## config.mk

```make
export PLATFORM = sky130hd
export DESIGN_NAME = tcp_tx_arb
export DESIGN_NICKNAME = d
export VERILOG_FILES = /design/src/rtl/tcp_pkg.sv /design/src/rtl/tcp_rr_pick.sv /design/src/rtl/tcp_tx_arb.sv
export SDC_FILE = /design/constraint.sdc
export NUM_CORES = 1
export LEC_CHECK = 0
export ABC_AREA = 1
export ABC_CLOCK_PERIOD_IN_PS = 3800
export CAP_MARGIN = 10
export CORE_ASPECT_RATIO = 1.2
export CORE_MARGIN = 1
export CORE_UTILIZATION = 46
export CTS_CLUSTER_SIZE = 28
export DETAILED_ROUTE_END_ITERATION = 8
export GPL_ROUTABILITY_DRIVEN = 0
export PLACE_DENSITY_LB_ADDON = 0.1
export SYNTH_ARGS = -nofsm -noshare
export SYNTH_HDL_FRONTEND = slang
export SYNTH_HIERARCHICAL = 1
export SYNTH_SLANG_ARGS = --single-unit
```

## constraint.sdc

```tcl
create_clock -name i_clk -period 3.8 [get_ports i_clk]
set_clock_uncertainty 0.2 [all_clocks]
set_input_delay 0.57 -clock i_clk [delete_from_list [all_inputs] [get_ports i_clk]]
set_output_delay 0.57 -clock i_clk [all_outputs]
set_load 0.05 [all_outputs]
```

## src/rtl/tcp_pkg.sv

```systemverilog
// tcp_pkg: shared TCP TX types.
//   tx_ctrl_t - control code a socket engine asks the TX header controller to emit
//   sock_id_t - socket index, sized for the largest supported socket count (16)
package tcp_pkg;
   localparam int MAX_SOCKETS = 16;
   typedef enum logic [2:0] {
      TX_CTRL_NONE         = 3'd0,
      TX_CTRL_SEND_SYN     = 3'd1,
      TX_CTRL_SEND_SYN_ACK = 3'd2,
      TX_CTRL_SEND_ACK     = 3'd3,
      TX_CTRL_SEND_FIN     = 3'd4,
      TX_CTRL_SEND_RST     = 3'd5,
      TX_CTRL_SEND_DATA    = 3'd6
   } tx_ctrl_t;
   typedef logic [$clog2(MAX_SOCKETS)-1:0] sock_id_t;
endpackage

```

## src/rtl/tcp_rr_pick.sv

```systemverilog
// tcp_rr_pick: combinational round-robin pick.
//   req - request vector, one bit per socket
//   ptr - highest-priority socket index for this pick
//   win - first requesting socket at or after ptr, wrapping
//   any - at least one request present
module tcp_rr_pick
   import tcp_pkg::*;
#(
   parameter int NUM_SOCKETS = 4
) (
   input  logic [NUM_SOCKETS-1:0] req,
   input  sock_id_t               ptr,
   output sock_id_t               win,
   output logic                   any
);
   logic [NUM_SOCKETS-1:0] rot;
   sock_id_t off;
   logic [4:0] sum;
   always_comb begin
      // rotate so bit 0 is the socket at ptr, then take the lowest set bit
      rot = NUM_SOCKETS'({req, req} >> ptr);
      off = '0;
      for (int i = NUM_SOCKETS - 1; i >= 0; i--) off = rot[i] ? sock_id_t'(i) : off;
      sum = {1'b0, ptr} + {1'b0, off};
      win = sock_id_t'(sum >= 5'(NUM_SOCKETS) ? sum - 5'(NUM_SOCKETS) : sum);
      any = |req;
   end
endmodule

```

## src/rtl/tcp_tx_arb.sv

```systemverilog
// tcp_tx_arb: round-robin arbiter giving socket engines turns at the shared TX header controller.
//   i_clk, i_rst                  - clock, synchronous active-high reset
//   i_req_ctrl, i_req_valid       - per-socket control code and request valid
//   o_req_ack                     - per-socket accept pulse, same cycle as i_tx_ctrl_ack
//   o_tx_ctrl, o_tx_ctrl_valid    - forwarded request to the shared controller
//   i_tx_ctrl_ack                 - shared controller accepts the request
//   o_sock_id                     - granted socket index
//   i_packet_done                 - shared datapath finished the granted packet
//   o_busy                        - a socket holds the grant
//   o_timeout                     - watchdog abort pulse
// Optional feature: define TCP_TX_ARB_TIMEOUT_EN to build the busy watchdog.
module tcp_tx_arb
   import tcp_pkg::*;
#(
   parameter int NUM_SOCKETS    = 4,
   parameter int TIMEOUT_CYCLES = 4096
) (
   input  logic                             i_clk,
   input  logic                             i_rst,
   input  tx_ctrl_t [NUM_SOCKETS-1:0]       i_req_ctrl,
   input  logic     [NUM_SOCKETS-1:0]       i_req_valid,
   output logic     [NUM_SOCKETS-1:0]       o_req_ack,
   output tx_ctrl_t                         o_tx_ctrl,
   output logic                             o_tx_ctrl_valid,
   input  logic                             i_tx_ctrl_ack,
   output sock_id_t                         o_sock_id,
   input  logic                             i_packet_done,
   output logic                             o_busy,
   output logic                             o_timeout
);
   localparam logic [1:0] S_IDLE  = 2'd0;
   localparam logic [1:0] S_GRANT = 2'd1;
   localparam logic [1:0] S_BUSY  = 2'd2;
   localparam int IW = $clog2(NUM_SOCKETS);
   logic [1:0] state;
   sock_id_t grant_id, last_grant, start, win;
   logic any, in_grant, in_busy, timeout_hit;
   logic [IW-1:0] gi;
   assign gi       = grant_id[IW-1:0];
   assign in_grant = state == S_GRANT;
   assign in_busy  = state == S_BUSY;
   assign start    = (last_grant == sock_id_t'(NUM_SOCKETS - 1)) ? '0 : last_grant + 1'b1;
   tcp_rr_pick #(.NUM_SOCKETS(NUM_SOCKETS)) u_pick (
      .req (i_req_valid),
      .ptr (start),
      .win (win),
      .any (any)
   );
`ifdef TCP_TX_ARB_TIMEOUT_EN
   localparam int CW = $clog2(TIMEOUT_CYCLES);
   logic [CW-1:0] cnt;
   // cleared while in GRANT so the first BUSY cycle sees zero
   always_ff @(posedge i_clk)
      if (i_rst || in_grant) cnt <= '0;
      else if (in_busy) cnt <= cnt + 1'b1;
   assign timeout_hit = in_busy && cnt == CW'(TIMEOUT_CYCLES - 1) && !i_packet_done;
`else
   assign timeout_hit = 1'b0;
`endif
   always_ff @(posedge i_clk)
      if (i_rst) begin
         state      <= S_IDLE;
         grant_id   <= '0;
         last_grant <= sock_id_t'(NUM_SOCKETS - 1);
      end else begin
         case (state)
            S_IDLE:
               if (any) begin
                  grant_id <= win;
                  state    <= S_GRANT;
               end
            S_GRANT:
               if (i_tx_ctrl_ack) begin
                  last_grant <= grant_id;
                  state      <= S_BUSY;
               end else if (!i_req_valid[gi]) state <= S_IDLE;
            S_BUSY:
               if (i_packet_done) state <= S_IDLE;
               else if (timeout_hit) begin
                  last_grant <= grant_id;
                  state      <= S_IDLE;
               end
            default: state <= S_IDLE;
         endcase
      end
   // outputs are masked by i_rst so a reset landing in GRANT/BUSY never leaks an ack
   assign o_tx_ctrl_valid = in_grant && !i_rst;
   assign o_tx_ctrl       = o_tx_ctrl_valid ? i_req_ctrl[gi] : TX_CTRL_NONE;
   assign o_req_ack       = (o_tx_ctrl_valid && i_tx_ctrl_ack) ? NUM_SOCKETS'(1) << gi : '0;
   assign o_busy          = (in_grant || in_busy) && !i_rst;
   assign o_sock_id       = o_busy ? grant_id : '0;
   assign o_timeout       = timeout_hit && !i_rst;
endmodule

```

[After elaboration in Yosys (flattened, before gate mapping)]
Cells that the tools add are included.
Word-level totals
  memories: 0
  input port bits: 20
  output and inout bits: 14
  memory bits (read-only): 0
  latch bits: 0
  word-level logic and storage cells: 44
  bits in registers: 10
  memory bits (writable): 0
Cells by class
  $lt $le $gt $ge: 2
  bitwise gates (word level): 0
  reduce and logical (&&, ||, !) cells: 10
  $add $sub $neg: 3
  muxes and demuxes: 18
  eq/ne operators: 6
  multipliers: 0
  shifts and indexed selects: 2
  div/mod/pow operators: 0
Operators with widths (count)
  $mux 4: 7
  $mux 2: 5
  $shr 8x4->4: 1
  $bmux 3 s2: 1
  $mux 3: 2
  $pmux 2 s3: 1
  $add 4x4->5: 1
  $ge 5x3->1 const B: 1
  $add 4x1->4 const B: 1
  $eq 4x2->1 const B: 1
  $ne 2x2->1 const B: 2
  $reduce_and 2->1: 2
  $reduce_or 4->1: 1
  $shl 1x2->4 const A: 1
  $sub 4x3->4 const B: 1
  $logic_and 1x1->1: 3
  $lt 2x3->1 const B: 1
  $ne 3x3->1 const B: 1
  $reduce_and 3->1: 1
  $bmux 1 s2: 1
  $eq 2x1->1 const B: 1
  $eq 2x2->1 const B: 1
  $logic_not 2->1: 1
  $logic_not 1->1: 1
  2 further kinds: 2

[Depth between registers and ports, before layout]
  depth in word-level cells: 10
  gate-level depth with buffers: 25
  depth with buffers taken out: 25

[Cells and area by module]
Netlist, hierarchy kept.
Modules (own cells, without submodules)
  tcp_tx_arb: area each 732.0 µm², sequential area each 200.2 µm², cells an instance 110, times used 1
  tcp_rr_pick: area each 316.6 µm², sequential area each 0.0 µm², cells an instance 63, times used 1

[Least setup slack after synthesis]
No wires, ideal clock.
  kind: register to register
  start: reg last_grant[0]
  end: reg grant_id[3]
  cell stages (with the launch flop): 25
  data required time: 3478 ps
  slack: 541 ps
  data arrival time: 2938 ps
  library setup time: 122 ps
  buffers on the path: 0
  period minus slack after synthesis: 3259 ps
  cell sequence: dfxtp_1 > ha_1 > a31oi_1 > inv_2 > nand2_1 > nand2_1 > nand2_1 > nand2_2 > nor2_2 > nand2_1 > a21oi_2 > ha_1 > inv_1 > fa_1 > xor2_1 > inv_1 > ha_1 > nand2_1 > nor2_1 > nor2_1 > nand2_1 > nand2_1 > inv_1 > o21ai_0 > a21oi_1
Between the ends
  longest elaborated chain between the ends: 10
  elaborated cells between the ends (all ways): 12
  those cells by class: add/sub (3); order compare (1); eq/ne (1); shift (1); mux (6)
RTL lines
  start, declared: RTL line tcp_tx_arb.sv:36  | sock_id_t grant_id, last_grant, start, win;
  start signal, assigned: RTL line tcp_tx_arb.sv:64  | last_grant <= sock_id_t'(NUM_SOCKETS - 1);
  start signal, assigned: RTL line tcp_tx_arb.sv:74  | last_grant <= grant_id;
  start signal, assigned: RTL line tcp_tx_arb.sv:80  | last_grant <= grant_id;
  $add 4x1->4 or $eq 4x2->1 (tied branches): RTL line tcp_tx_arb.sv:42  | assign start = (last_grant == sock_id_t'(NUM_SOCKETS - 1)) ? '0 : last_grant + 1'b1;
  $mux 4 *: RTL line tcp_tx_arb.sv:42
  via start[0]: RTL line tcp_tx_arb.sv:36
  $shr 8x4->4: RTL line tcp_rr_pick.sv:21  | rot = NUM_SOCKETS'({req, req} >> ptr);
  $mux 2: RTL line tcp_rr_pick.sv:23  | for (int i = NUM_SOCKETS - 1; i >= 0; i--) off = rot[i] ? sock_id_t'(i) : off;
  $mux 4 (3 in series): RTL line tcp_rr_pick.sv:23
  $add 4x4->5 *: RTL line tcp_rr_pick.sv:24  | sum = {1'b0, ptr} + {1'b0, off};
  $sub 4x3->4 or $ge 5x3->1 (tied branches): RTL line tcp_rr_pick.sv:25  | win = sock_id_t'(sum >= 5'(NUM_SOCKETS) ? sum - 5'(NUM_SOCKETS) : sum);
  $mux 4 *: RTL line tcp_rr_pick.sv:25
  via win[3]: RTL line tcp_tx_arb.sv:36
  end signal, assigned: RTL line tcp_tx_arb.sv:69  | grant_id <= win;
  end, declared: RTL line tcp_tx_arb.sv:36
Mark *: on every way through the listed nets, which the timed path passes. The rest lies on a longest branch.
A chain may end at the register's enable or synchronous reset.

[Final worst setup path]
Ends and elaborated chain as after synthesis.

==> impl_results.md <==
* Share of layout cells above drive strength 1 at 7.317%
* Leak at 0.6807 nW
* DRC violations left at 0
* Sequential Area at about 200 sq um
* Max-slew violation count at 0
* CTS resizes at 0
* Relative slew slack at 65.80%
* Post-synth EDFFs at 0
* Critical R2R Launch: last_grant[0]
* Maximum capacitance violations at 0
* Initial antenna violation count at 0
* N_diodes at 0
* Main combinational cell family by area after synthesis: simple AND/OR/NAND/NOR gates
* Starting Density at 50.06%
* DRT iter0 DRCs at 22
* PwrDens at 430.4 nW/um^2
* Post-DP HPWL at roughly 2000 um
* Register area share after synthesis at 19.09%
* Hold Vio Cnt, Final at 0
* Synth Instances at 173
* Commonest cells in the netlist: nand2_1 (42), inv_1 (28), nand3_1 (21)
* Ratio of final minimum period to clock period at between 80 and 90%
* Multi-input logic area at 685.7 sq um
* Final Net Count at ~240
* Drt total wl at 2466 um
* Die H at 54.30 um
* Synth Area in Compound Gates at 14.08%
* Final setup viols at 0
* Vias in the first global route at 983
* GRT overflow at 0
* Ys async rst share at 0%
* R2r worst-path depth at 25
* CP Data Required Time at around 3.8 ns
* Synth Area in Adders at 11.46%
* Slowest stage delay, CP at 0.38 ns
* RSZ-0062 raised after global routing: no
* Clock tree sinks at 10
* Post-Syn Area at around 1000 sq um
* Worst slew pin tran at about 0.51 ns
* FF-to-FF End: grant_id[3]
* Fin crit period at ~3.4 ns
* Critical Path Slowest Stage Cell: fa_1
* Setup slack, reg-to-reg at between 0.4 and 0.5 ns
* Worst min-delay path startpoint: grant_id[3]
* Worst slack at placement at 0.1955 ns
* Avg Inst Size Synth at between 6 and 7 sq um
* Xor/xnor cell area share of the yosys netlist at 2.506%
* Core ar. at 2095 sq um
* Via count at approximately 1,200
* GRT Total Usage at 20.42%
* Wire per inst at 10.49 um
* Pre-antenna DRT Iters at 4
* Clock Pin Slew Worst Setup and Hold Paths at 0.07 ns
* H-Tree Depth at 1
* Simple-Gate Fraction of Synth Area at 36.99%
* Most used cell, CP: nand2_1
* Largest area contributor in the netlist: dfxtp_1
* Crit-path max FO at 6
* Top-count cell post-synth: nand2_1
* I/O pins at 34
* CP Class: flip-flop to flip-flop
* DIE AREA at 2475 sq um
* Clk_lat worst skew at ~0.26 ns
* Vias per std cell at 4.949
* Longest Clk Path Bufs at 2
* TritonCTS clock tree: done
* Peak VDD IR at 0.0002797 V
* Yosys cell types at 26
* Post-synthesis net count at 202
* # rows at 18
* Top_reg_cell synth: dfxtp_1
* Synth area leaders: dfxtp_1 (19%), nand2_1 (15%), inv_1 (10%)
* Max Freq at 0.2954 GHz
* First-pass GRT wire length at 3726 um
* Mux cell area share after synthesis at 0%
* ANT nets after route at 0
* Hold Crit Class: flip-flop to flip-flop
* Fillers at 193
* Clk root buf: clkbuf_4
* Setup_tns at 0 ns
* Status: finished, final reports clean
* Flops & latches, synth at 10
* Hold path depth at 2
* CTS Buf Count at 3
* Post-synth top area share at 19.09%
* Largest net degree at the start of global routing at 14
* CP Capture Type: flip-flop
* Hold endpoint: grant_id[3]
* Syn-to-layout area delta at 34.25%
* Warnings, synthesis at 6
* CP startpoint kind: flip-flop
* Final setup margin at 0.4142 ns
* Chip Width at around 46 um
* IO Port Bufs at 32
* Arr. time, crit path at ~3.3 ns
==> per-stage QoR <==
stage                     instances  util, %  hold WS (ns)  instance area (sq um)  total power, W
after CTS                       234    66.85        0.2750                   1400       0.0006027
after floorplan                 173        -        0.2407                   1049       0.0004295
after detailed placement        230    65.11        0.2651                   1364       0.0005069
final                           235    67.20        0.2781                   1408       0.0006059
after global placement          230    65.11        0.2636                   1364       0.0004963
after global routing            235    67.20        0.3155                   1408       0.0006639
==> worst max-delay path by stage <==
stage / to / cells after the start / startpoint
final: grant_id[3] / 25 / last_grant[0]
after floorplan: grant_id[3] / 24 / last_grant[0]
after CTS: grant_id[3] / 25 / last_grant[0]
after global placement: grant_id[3] / 22 / i_req_valid[3]
after detailed placement: grant_id[3] / 22 / i_req_valid[3]
after global routing: grant_id[3] / 25 / last_grant[0]
==> cells in the final DEF, fill, tap and decap left out, types with 2 or more instances in the layout <==
cell type / synthesis / layout
a21oi_1: 7 / 7
a41oi_1: 3 / 3
buf_4: 3 / 2
clkbuf_4: 0 / 3
clkdlybuf4s50_1: 0 / 32
dfxtp_1: 10 / 10
ha_1: 8 / 8
inv_1: 28 / 28
inv_2: 2 / 2
nand2_1: 42 / 42
nand2_2: 4 / 4
nand3_1: 21 / 21
nor2_1: 15 / 15
nor3_1: 4 / 4
o211ai_1: 2 / 2
o21ai_0: 8 / 8
o21ai_1: 2 / 2
xor2_1: 3 / 3
==> cells by family after synthesis <==
family / count (synthesis)
xor gates and xnor gates: 3
DFF: 10
adders and majority gates: 9
other: 1
buffers and inverters: 36
AOI/OAI and AO/OA: 25
and+or+nand+nor: 89
==> cell type report <==
type,count,area share [%]
clock buffers,4,2.578
repair buffers,34,23.82
multi-input cells,127,48.71
well taps,30,2.667
flip-flops and latches,10,14.22
inverters,30,8.000
==> layer usage <==
metal	track usage (%)	vias to the layer above	wire (um)
li1	-	617	-
met1	23.06	523	1104
met2	38.33	21	1255
met3	2.310	2	89
met4	7.576	0	17
met5	0	-	0
==> sequential cells by signal (all words and copies together) (netlist names) <==
name	flops
state	2
grant_id	4
last_grant	4
==> timing repair <==
action | CTS | global route
endpoints found under the setup margin | 0 | 1
setup buffers | 0 | 1
hold buffers | 0 | 0
==> where the power goes <==
part	total (W)	switching (W)	leakage [nW]	internal, W
logic	0.000357	0.000225	0.577	0.000132
clock network	0.0000949	0.0000368	0.0210	0.0000581
registers	0.000154	0.0000278	0.0825	0.000126
total	0.000606	0.000289	0.681	0.000317
==> worst max-delay path, delay by kind of cell (launching register included) <==
family	cells	cell delay [ns]
buffers and inverters	5	0.37
adder cells (fa/ha/maj)	4	0.96
AO/OA/AOI/OAI	4	0.48
flip-flops	1	0.34
AND/OR/NAND/NOR	11	0.72
XOR/XNOR	1	0.18
Power figures use the tool's default switching activity.
